### config.mk
export PLATFORM = sky130hd
export DESIGN_NAME = gvram_bus_master
export DESIGN_NICKNAME = d
export VERILOG_FILES = /design/src/rtl/gvram_pkg.sv /design/src/rtl/gvram_bus_master_blank_sync.sv /design/src/rtl/gvram_bus_master.sv
export SDC_FILE = /design/constraint.sdc
export NUM_CORES = 1
export LEC_CHECK = 0
export CORE_MARGIN = 2
export CORE_UTILIZATION = 35
export DETAILED_ROUTE_END_ITERATION = 10
export MAX_ROUTING_LAYER = met4
export PLACE_DENSITY = 0.78
export REMOVE_ABC_BUFFERS = 1
export SLEW_MARGIN = 20
export SYNTH_ARGS = -nofsm -noshare
export SYNTH_HDL_FRONTEND = slang
export SYNTH_SLANG_ARGS = --single-unit
### constraint.sdc
create_clock -name CLK -period 1.7 [get_ports CLK]
set_input_delay 0.34 -clock CLK [delete_from_list [all_inputs] [get_ports CLK]]
set_output_delay 0.34 -clock CLK [all_outputs]
set_load 0.1 [all_outputs]
### src/rtl/gvram_pkg.sv
// Shared definitions for the GVRAM bus initiator: command encodings, port codes,
// FSM state codes and strobe timing limits.
package gvram_pkg;

  typedef enum logic [1:0] {
    CMD_IOW = 2'd0,
    CMD_MWR = 2'd1,
    CMD_MRD = 2'd2,
    CMD_NOP = 2'd3
  } cmd_type_e;

  // I/O port select carried on IOAD (board ports F4..F7)
  typedef enum logic [1:0] {
    PORT_F4 = 2'b00,
    PORT_F5 = 2'b01,
    PORT_F6 = 2'b10,
    PORT_F7 = 2'b11
  } port_e;

  // The board only qualifies a strobe after 4 clocks low, so 5 is the floor.
  localparam int MIN_STROBE_CLKS = 5;

  localparam logic [2:0] ST_IDLE    = 3'd0;
  localparam logic [2:0] ST_WAITWIN = 3'd1;
  localparam logic [2:0] ST_SETUP   = 3'd2;
  localparam logic [2:0] ST_STROBE  = 3'd3;
  localparam logic [2:0] ST_HOLD    = 3'd4;

  function automatic logic win_is_open(input logic nhblank, input logic nvblank);
    return ~(nhblank & nvblank);
  endfunction

endpackage

### src/rtl/gvram_bus_master_blank_sync.sv
// Double-flop synchronizer for the host blanking signals plus the window-open decode.
module blank_sync
  import gvram_pkg::*;
(
  input  logic clk_i,
  input  logic rst_ni,
  input  logic nhblank_i,
  input  logic nvblank_i,
  output logic win_open_o
);

  logic [1:0] nhb_q;
  logic [1:0] nvb_q;

  // Reset to "not blanking" so no memory cycle starts before real blanking is seen.
  always_ff @(posedge clk_i or negedge rst_ni) begin
    if (!rst_ni) begin
      nhb_q <= 2'b11;
      nvb_q <= 2'b11;
    end else begin
      nhb_q <= {nhb_q[0], nhblank_i};
      nvb_q <= {nvb_q[0], nvblank_i};
    end
  end

  assign win_open_o = win_is_open(nhb_q[1], nvb_q[1]);

endmodule

### src/rtl/gvram_bus_master.sv
// Host-side GVRAM bus initiator: turns a valid/ready command stream into I/O-port
// writes and blanking-confined memory cycles, aborting and replaying on window close.
module gvram_bus_master
  import gvram_pkg::*;
#(
  parameter int SETUP_CLKS  = 2,
  parameter int STROBE_CLKS = 6,
  parameter int HOLD_CLKS   = 2
) (
  input  logic        CLK,
  input  logic        nRST,
  input  logic        cmd_valid,
  output logic        cmd_ready,
  input  logic [1:0]  cmd_type,
  input  logic [13:0] cmd_addr,
  input  logic [7:0]  cmd_data,
  output logic        rsp_valid,
  output logic [7:0]  rsp_data,
  output logic [7:0]  abort_cnt,
  input  logic        nHBLANK,
  input  logic        nVBLANK,
  output logic        nCSED,
  output logic        nF47,
  output logic        nIWR,
  output logic        nRD,
  output logic        nWD,
  output logic [1:0]  IOAD,
  output logic [3:0]  IODB,
  output logic [13:0] AD,
  output logic [7:0]  DB_O,
  output logic        DB_OE,
  input  logic [7:0]  DB_I,
  output logic [2:0]  dbg_state
);

  // Handshakes: a command transfers on a CLK rise with cmd_valid && cmd_ready;
  // rsp_valid is a one-cycle pulse with no back-pressure, rsp_data holds until the next read.

  if (STROBE_CLKS < MIN_STROBE_CLKS || SETUP_CLKS < 1 || HOLD_CLKS < 1 ||
      SETUP_CLKS > 15 || STROBE_CLKS > 15 || HOLD_CLKS > 15) begin : g_param_check
    $error("gvram_bus_master: timing parameters out of range");
  end

  localparam logic [3:0] SETUP_LD  = 4'(SETUP_CLKS - 1);
  localparam logic [3:0] STROBE_LD = 4'(STROBE_CLKS - 1);
  localparam logic [3:0] HOLD_LD   = 4'(HOLD_CLKS - 1);

  logic        win_open;
  logic [2:0]  state_q, state_d;
  logic [3:0]  cnt_q, cnt_d;
  logic [1:0]  typ_q, typ_d;
  logic        cmd_ready_q, rsp_valid_q, db_oe_q;
  logic        ncsed_q, nf47_q, niwr_q, nrd_q, nwd_q;
  logic [7:0]  rsp_data_q, abort_cnt_q, db_o_q;
  logic [1:0]  ioad_q;
  logic [3:0]  iodb_q;
  logic [13:0] ad_q;
  logic        accept, mem_q, mem_d, abort, read_done, strobe_d, drive_d;

  blank_sync u_blank_sync (
    .clk_i      (CLK),
    .rst_ni     (nRST),
    .nhblank_i  (nHBLANK),
    .nvblank_i  (nVBLANK),
    .win_open_o (win_open)
  );

  assign accept    = (state_q == ST_IDLE) && cmd_ready_q && cmd_valid;
  assign typ_d     = accept ? cmd_type : typ_q;
  assign mem_q     = (typ_q == CMD_MWR) || (typ_q == CMD_MRD);
  assign mem_d     = (typ_d == CMD_MWR) || (typ_d == CMD_MRD);
  assign abort     = (state_q == ST_STROBE) && mem_q && !win_open;
  assign read_done = (state_q == ST_STROBE) && (state_d == ST_HOLD) && (typ_q == CMD_MRD);
  assign strobe_d  = (state_d == ST_STROBE);
  assign drive_d   = (state_d == ST_SETUP) || (state_d == ST_STROBE) || (state_d == ST_HOLD);

  always_comb begin
    state_d = state_q;
    cnt_d   = cnt_q;
    case (state_q)
      ST_IDLE: begin
        if (accept) begin
          case (cmd_type)
            CMD_IOW: begin
              state_d = ST_SETUP;
              cnt_d   = SETUP_LD;
            end
            CMD_MWR, CMD_MRD: begin
              state_d = win_open ? ST_SETUP : ST_WAITWIN;
              cnt_d   = SETUP_LD;
            end
            default: state_d = ST_IDLE;
          endcase
        end
      end
      ST_WAITWIN: begin
        if (win_open) begin
          state_d = ST_SETUP;
          cnt_d   = SETUP_LD;
        end
      end
      ST_SETUP: begin
        if (cnt_q == 4'd0) begin
          state_d = ST_STROBE;
          cnt_d   = STROBE_LD;
        end else begin
          cnt_d = cnt_q - 4'd1;
        end
      end
      ST_STROBE: begin
        // Abort wins over completion, so a close in the last strobe cycle still replays.
        if (abort) begin
          state_d = ST_WAITWIN;
        end else if (cnt_q == 4'd0) begin
          state_d = ST_HOLD;
          cnt_d   = HOLD_LD;
        end else begin
          cnt_d = cnt_q - 4'd1;
        end
      end
      ST_HOLD: begin
        if (cnt_q == 4'd0) state_d = ST_IDLE;
        else               cnt_d   = cnt_q - 4'd1;
      end
      default: state_d = ST_IDLE;
    endcase
  end

  always_ff @(posedge CLK or negedge nRST) begin
    if (!nRST) begin
      state_q     <= ST_IDLE;
      cnt_q       <= '0;
      typ_q       <= '0;
      cmd_ready_q <= 1'b1;
      rsp_valid_q <= 1'b0;
      rsp_data_q  <= '0;
      abort_cnt_q <= '0;
      ncsed_q     <= 1'b1;
      nf47_q      <= 1'b1;
      niwr_q      <= 1'b1;
      nrd_q       <= 1'b1;
      nwd_q       <= 1'b1;
      ioad_q      <= '0;
      iodb_q      <= '0;
      ad_q        <= '0;
      db_o_q      <= '0;
      db_oe_q     <= 1'b0;
    end else begin
      state_q     <= state_d;
      cnt_q       <= cnt_d;
      typ_q       <= typ_d;
      // A NOP keeps the FSM in IDLE but still costs one not-ready cycle.
      cmd_ready_q <= (state_d == ST_IDLE) && !accept;
      rsp_valid_q <= read_done;
      ncsed_q     <= !(strobe_d && mem_d);
      nf47_q      <= !(strobe_d && (typ_d == CMD_IOW));
      niwr_q      <= !(strobe_d && (typ_d == CMD_IOW));
      nrd_q       <= !(strobe_d && (typ_d == CMD_MRD));
      nwd_q       <= !(strobe_d && (typ_d == CMD_MWR));
      db_oe_q     <= drive_d && (typ_d == CMD_MWR);
      if (read_done) rsp_data_q <= DB_I;
      if (abort && (abort_cnt_q != 8'hFF)) abort_cnt_q <= abort_cnt_q + 8'd1;
      if (accept) begin
        case (cmd_type)
          CMD_IOW: begin
            ioad_q <= cmd_addr[1:0];
            iodb_q <= cmd_data[3:0];
          end
          CMD_MWR: begin
            ad_q   <= cmd_addr;
            db_o_q <= cmd_data;
          end
          CMD_MRD: ad_q <= cmd_addr;
          default: ;
        endcase
      end
    end
  end

  assign cmd_ready = cmd_ready_q;
  assign rsp_valid = rsp_valid_q;
  assign rsp_data  = rsp_data_q;
  assign abort_cnt = abort_cnt_q;
  assign nCSED     = ncsed_q;
  assign nF47      = nf47_q;
  assign nIWR      = niwr_q;
  assign nRD       = nrd_q;
  assign nWD       = nwd_q;
  assign IOAD      = ioad_q;
  assign IODB      = iodb_q;
  assign AD        = ad_q;
  assign DB_O      = db_o_q;
  assign DB_OE     = db_oe_q;
  assign dbg_state = state_q;

endmodule

# ---- Word level (Yosys, flattened, before mapping)
# Cells that the tools add are included.
dict set report word_totals {
  register_bits 64
  out_inout_bits 55
  wordCells 92
}
dict set report op_classes {
  addsub 2
  eq_ne 19
  mux 18
  bitwise 1
  reduce_logical 34
}
# op n
set ops {}
lappend ops {{4-bit 2-to-1 mux} 7}
lappend ops {{4-bit one-hot mux with 5 select lines} 1}
lappend ops {{3-bit 2-to-1 mux} 6}
lappend ops {{3-bit one-hot mux with 5 select lines} 1}
lappend ops {{1-bit logical AND} 13}
lappend ops {{3-bit by 2-bit == test with 1-bit output (second input constant)} 4}
lappend ops {{2-bit inequality test (second input constant)} 5}
lappend ops {{8-bit by 1-bit adder with 8-bit output (second input constant)} 1}
lappend ops {{8-bit inequality test (second input constant)} 1}
lappend ops {{2-bit by 1-bit == test with 1-bit output (second input constant)} 3}
lappend ops {{2-bit == test (second input constant)} 3}
lappend ops {{3-bit == test (second input constant)} 2}
lappend ops {{3-bit zero test} 2}
lappend ops {{2-bit AND reduction} 3}
lappend ops {{6-bit AND reduction} 1}
lappend ops {{1-bit zero test} 5}
lappend ops {{5-bit nonzero test} 1}
lappend ops {{2-bit zero test} 2}
lappend ops {{4-bit zero test} 1}
lappend ops {{1-bit logical OR} 4}
lappend ops {{2-bit 2-to-1 mux} 2}
lappend ops {{2-bit one-hot mux with 2 select lines} 1}
lappend ops {{4-bit by 1-bit subtractor with 4-bit output (second input constant)} 1}
lappend ops {{3-bit by 1-bit == test with 1-bit output (second input constant)} 1}
lappend ops {{other kinds (3)} 3}

# ---- Depth between registers and ports, before layout
dict set report depth {
  ltp_word 10
  depth_mapped 8
}

# ---- Cells and area by module
# A second synthesis with hierarchy kept.
dict set report hier_totals {
  cells_unflattened 201
  area_unflattened_um2 2815.2
}
# module n_inst cells_each area_each_um2 seq_area_each_um2
set by_module_without_submodules {}
lappend by_module_without_submodules {gvram_bus_master 1 196 2706.3 1507.7}
lappend by_module_without_submodules {blank_sync 1 5 108.9 105.1}

# ---- Worst setup path before layout
# No wires, ideal clock.
dict set report synth_path {
  path_type {flip-flop to flip-flop}
  startpoint {reg state_q[2], in the netlist dbg_state[2]}
  endpoint {reg ad_q[10], in the netlist AD[10]}
  setup_ns 0.125
  t_arrival_ns 2.117
  slack_ns -0.542
  stages_incl_launch_ff 8
  path_buffers 3
  cell_sequence {dfrtp_1 > buf_2 > nor3_4 > and2_4 > buf_12 > nand2_4 > buf_12 > mux2_4}
}
dict set report synth_via {
  elab_chain_cells 4
}
# item line_no
set synth_rtl {}
lappend synth_rtl {{start: declaration} gvram_bus_master.sv:49} ;# logic [2:0] state_q, state_d;
lappend synth_rtl {{start signal: assignment} gvram_bus_master.sv:149} ;# state_q <= state_d;
lappend synth_rtl {{3-bit zero test} gvram_bus_master.sv:68} ;# assign accept = (state_q == ST_IDLE) && cmd_ready_q && cmd_valid;
lappend synth_rtl {{1-bit logical AND (2 in a row)} gvram_bus_master.sv:68}
lappend synth_rtl {{2-bit AND reduction (no line)} --}
lappend synth_rtl {{end signal: assignment} gvram_bus_master.sv:170} ;# ad_q <= cmd_addr;
lappend synth_rtl {{end signal: assignment} gvram_bus_master.sv:173} ;# CMD_MRD: ad_q <= cmd_addr;
lappend synth_rtl {{end: declaration} gvram_bus_master.sv:57} ;# logic [13:0] ad_q;
# No other way between the ends.
# A chain may end at the register's enable or synchronous reset.

# ---- Worst setup path in the final report
dict set report layout_path {
  startpoint {reg cnt_q[0]}
  endpoint {reg nrd_q, in the netlist nRD}
}
dict set report layout_via {
  elab_chain_cells 7
  word_cells_on_any_way 9
}
# item line_no
set layout_rtl {}
lappend layout_rtl {{start: declaration} gvram_bus_master.sv:50} ;# logic [3:0] cnt_q, cnt_d;
lappend layout_rtl {{start signal: assignment} gvram_bus_master.sv:150} ;# cnt_q <= cnt_d;
lappend layout_rtl {{4-bit zero test (*)} {gvram_bus_master.sv:103, gvram_bus_master.sv:114, gvram_bus_master.sv:122}}
lappend layout_rtl {{3-bit 2-to-1 mux} gvram_bus_master.sv:114} ;# end else if (cnt_q == 4'd0) begin
lappend layout_rtl {{3-bit 2-to-1 mux} gvram_bus_master.sv:112} ;# if (abort) begin
lappend layout_rtl {{3-bit one-hot mux with 5 select lines (*)} gvram_bus_master.sv:80} ;# case (state_q)
lappend layout_rtl {{via state_d[0]} gvram_bus_master.sv:49}
lappend layout_rtl {{3-bit by 2-bit == test with 1-bit output (*)} gvram_bus_master.sv:74} ;# assign strobe_d = (state_d == ST_STROBE);
lappend layout_rtl {{1-bit logical AND (*)} gvram_bus_master.sv:158} ;# nrd_q <= !(strobe_d && (typ_d == CMD_MRD));
lappend layout_rtl {{1-bit zero test (*)} gvram_bus_master.sv:158}
lappend layout_rtl {{end signal: assignment} gvram_bus_master.sv:158}
lappend layout_rtl {{end: declaration} gvram_bus_master.sv:53} ;# logic ncsed_q, nf47_q, niwr_q, nrd_q, nwd_q;
# Mark *: on every way through the listed nets, which the timed path passes. The rest lies on a longest branch.

==> results.cfg <==
[die]
row_count = 33
die_y_um = 94.89
ios = 92
initial_utilization = 0.3573
core-area_um2 = 8093
dieArea_um2 = 9004
die_w_um = 94.89

[final_layout]
diodes = 0
nets = 395
syn2layout_area_growth_pct = 75.03
drive_above_1_share = 0.5269
final_area_um2 = 5061
final_common_cell = buf_12
final_cell_mix = 58 x buf_12, 53 x dfrtp_1, 36 x buf_4, 33 x clkdlybuf4s50_1, 27 x mux2_2

[timing]
rsz0062_at_grt = yes
finalWorstSetupSlack_ps = -10.49
setup_viol = 1
worst_slew_pin_slew_ps = 362.6
slew_headroom = 0.7572
finalHoldViolations = 0
fin_crit_ps = 1710
slew_viol_final = 0
fin_skew_ps = 9.787
fin_hold_ws_ps = 15.46
timing.final.crit_share = 1.006
max_freq_mhz = 584.6

[synthesis]
ys_dominant_reg_cell = dfrtp_1
synth_compound_area_frac = 0.07529
synth_area_um2 = 2892
synth.distinct_cells = 52
ys_ff_latch = 64
avgSynthCellArea_um2 = 13.58
synth_top_family_by_area = multiplexers
synthSimpleGateAreaFrac = 0.1051
synthAdderAreaFrac = 0.04327
seq_area_frac_synth = 0.5578
synth_xor_area_frac = 0.02120
synth-edff-count = 0
ys_warn_count = 0
synth_mux_area_frac = 0.1605
ys_async_sr_fraction = 1.000
syn_inst = 213

[flow_run]
maxCapViolCount = 0

[grt]
grt_overflow = 0
busiest_layer = met2
grt_pass1_vias = 2366
use_met2 = 0.2719
grt.met3_usage = 0.04150
grt_use_total = 0.1697
met1_usage = 0.2061
grt_pass1_wl_um = 11410
grt_max_degree = 65
grt_antenna_before_repair = 0

[clock_network]
clock_path_buffers = 2
cts-root-buf = clkbuf_8
hold_buffers = 0
clock_sinks = 64
htreeDepth = 3
clock_latency_ps = 330
clkTransAtPathRegs_ps = 80
numCtsBuffers = 9
cts_tree = built

[setup_path]
crit_arrival_ps = 1970
cp-end-kind = flop
cp_slowest_cell = dfrtp_1
cp-start-kind = flop
cp.required_ps = 1960
crit_buf_inv = 2
crit_type = reg2reg
cpPeakStageDelay_ps = 400
crit_family = flip-flops
crit_fanout = 4
crit_chain = inv_2 > ha_4 > nor3b_4 > xnor2_1 > o211ai_1 > buf_4 > nand3_1

[placement]
place_ws_ps = -424.6
io_buffers = 91
place_hpwl_um = 5076
place_congestion = 0.8806
placed_area_um2 = 4681

[drt]
wl_per_cell_um = 15.10
drc = 0
drt_iter0_markers = 54
vias = 2202
dr.pass1.iters = 4
via_per_inst = 4.808
postRouteWirelength_um = 6915
final_antenna_net_count = 0

[outcome]
status = complete, but fails checks
violations = negative setup slack

[min_path]
hp-class = in2async
[path summary, 6_finish.rpt]
kind / from / endpoint / depth (start not counted) / slack [ps]
max: cnt_q[0]$_DFFE_PN0P_ / nRD$_DFF_PN1_ / 7 / -10
min: nRST / abort_cnt[7]$_DFFE_PN0P_ / 2 / 20
max reg2reg: cnt_q[0]$_DFFE_PN0P_ / nRD$_DFF_PN1_ / 7 / -10
min reg2reg: u_blank_sync.nhb_q[0]$_DFF_PN1_ / u_blank_sync.nhb_q[1]$_DFF_PN1_ / 0 / 350
max in group asynchronous: nRST / u_blank_sync.nvb_q[0]$_DFF_PN1_ / 2 / 1360
min in group CLK: u_blank_sync.nhb_q[0]$_DFF_PN1_ / u_blank_sync.nhb_q[1]$_DFF_PN1_ / 0 / 350
[flip-flops by register name (all words and copies together), names as in the netlist]
| signal | flops |
|---|---|
| abort_cnt | 8 |
| nRD | 1 |
| DB_OE | 1 |
| nCSED | 1 |
| IODB | 4 |
| u_blank_sync.nvb_q | 2 |
| DB_O | 8 |
| typ_q | 2 |
| nWD | 1 |
| cnt_q | 4 |
| IOAD | 2 |
| dbg_state | 3 |
| rsp_data | 8 |
| cmd_ready | 1 |
| AD | 14 |
| u_blank_sync.nhb_q | 2 |
| nIWR | 1 |
| rsp_valid | 1 |
[timing repair]
action,CTS,global route
gates resized for setup,16,12
endpoints found under the setup margin,23,22
pin swaps,6,9
buffers inserted,6,3
gates cloned,0,0
[layout make-up]
cell class	count	area (um2)
tap	105	131.4
clock buffer	11	151.4
inverter	10	37.54
clock inverter	5	55.05
fill	619	3032
sequential	64	1615
multi-input combinational	133	1286
timing repair buffer	130	1784
[stage by stage]
step | setup TNS (ps) | utilization | cells
finish | -10.49 | 0.6254 | 458
global route | -658.0 | 0.6254 | 458
CTS | 0 | 0.6167 | 456
detailed placement | -11710 | 0.5784 | 434
global placement | -10550 | 0.5784 | 434
floorplan | -20800 | - | 207
[cell usage after synthesis (3+ instances only)]
cell type,count,area [um2]
dfrtp_1,55,1376
mux2_2,27,304.0
nand2_1,8,30.03
nand3_1,8,40.04
inv_1,10,37.54
a21oi_1,7,35.03
o21ai_0,3,15.01
mux2_4,10,150.1
and3_1,4,25.02
ha_1,10,125.1
o211ai_1,3,22.52
o2111ai_1,3,26.28
dfstp_2,9,236.5
xnor2_1,5,43.79
nor2_1,4,15.01
[routing by layer]
metal	vias up	wire length (um)
li1	1034	-
met1	1080	2801
met2	79	3650
met3	9	380
met4	0	83
met5	-	0
[worst register-to-register path: stages, from the launching register on]
cell and delay, ps:
dfrtp_1 400, inv_2 80, ha_4 120, nor3b_4 280, xnor2_1 130, o211ai_1 330
buf_4 210, nand3_1 90
[cells by family (layout without fill, tap and decap cells)]
logic type      after synthesis  count (layout)
xor+xnor                      7               7
mux                          38              38
simple gates                 48              48
buf+inv                      16             156
compound gates               30              30
flops                        64              64
fa+ha+maj                    10              10
Power is not shown: default switching activity piles up to over one toggle a cycle in this logic, so the estimate is an artifact.
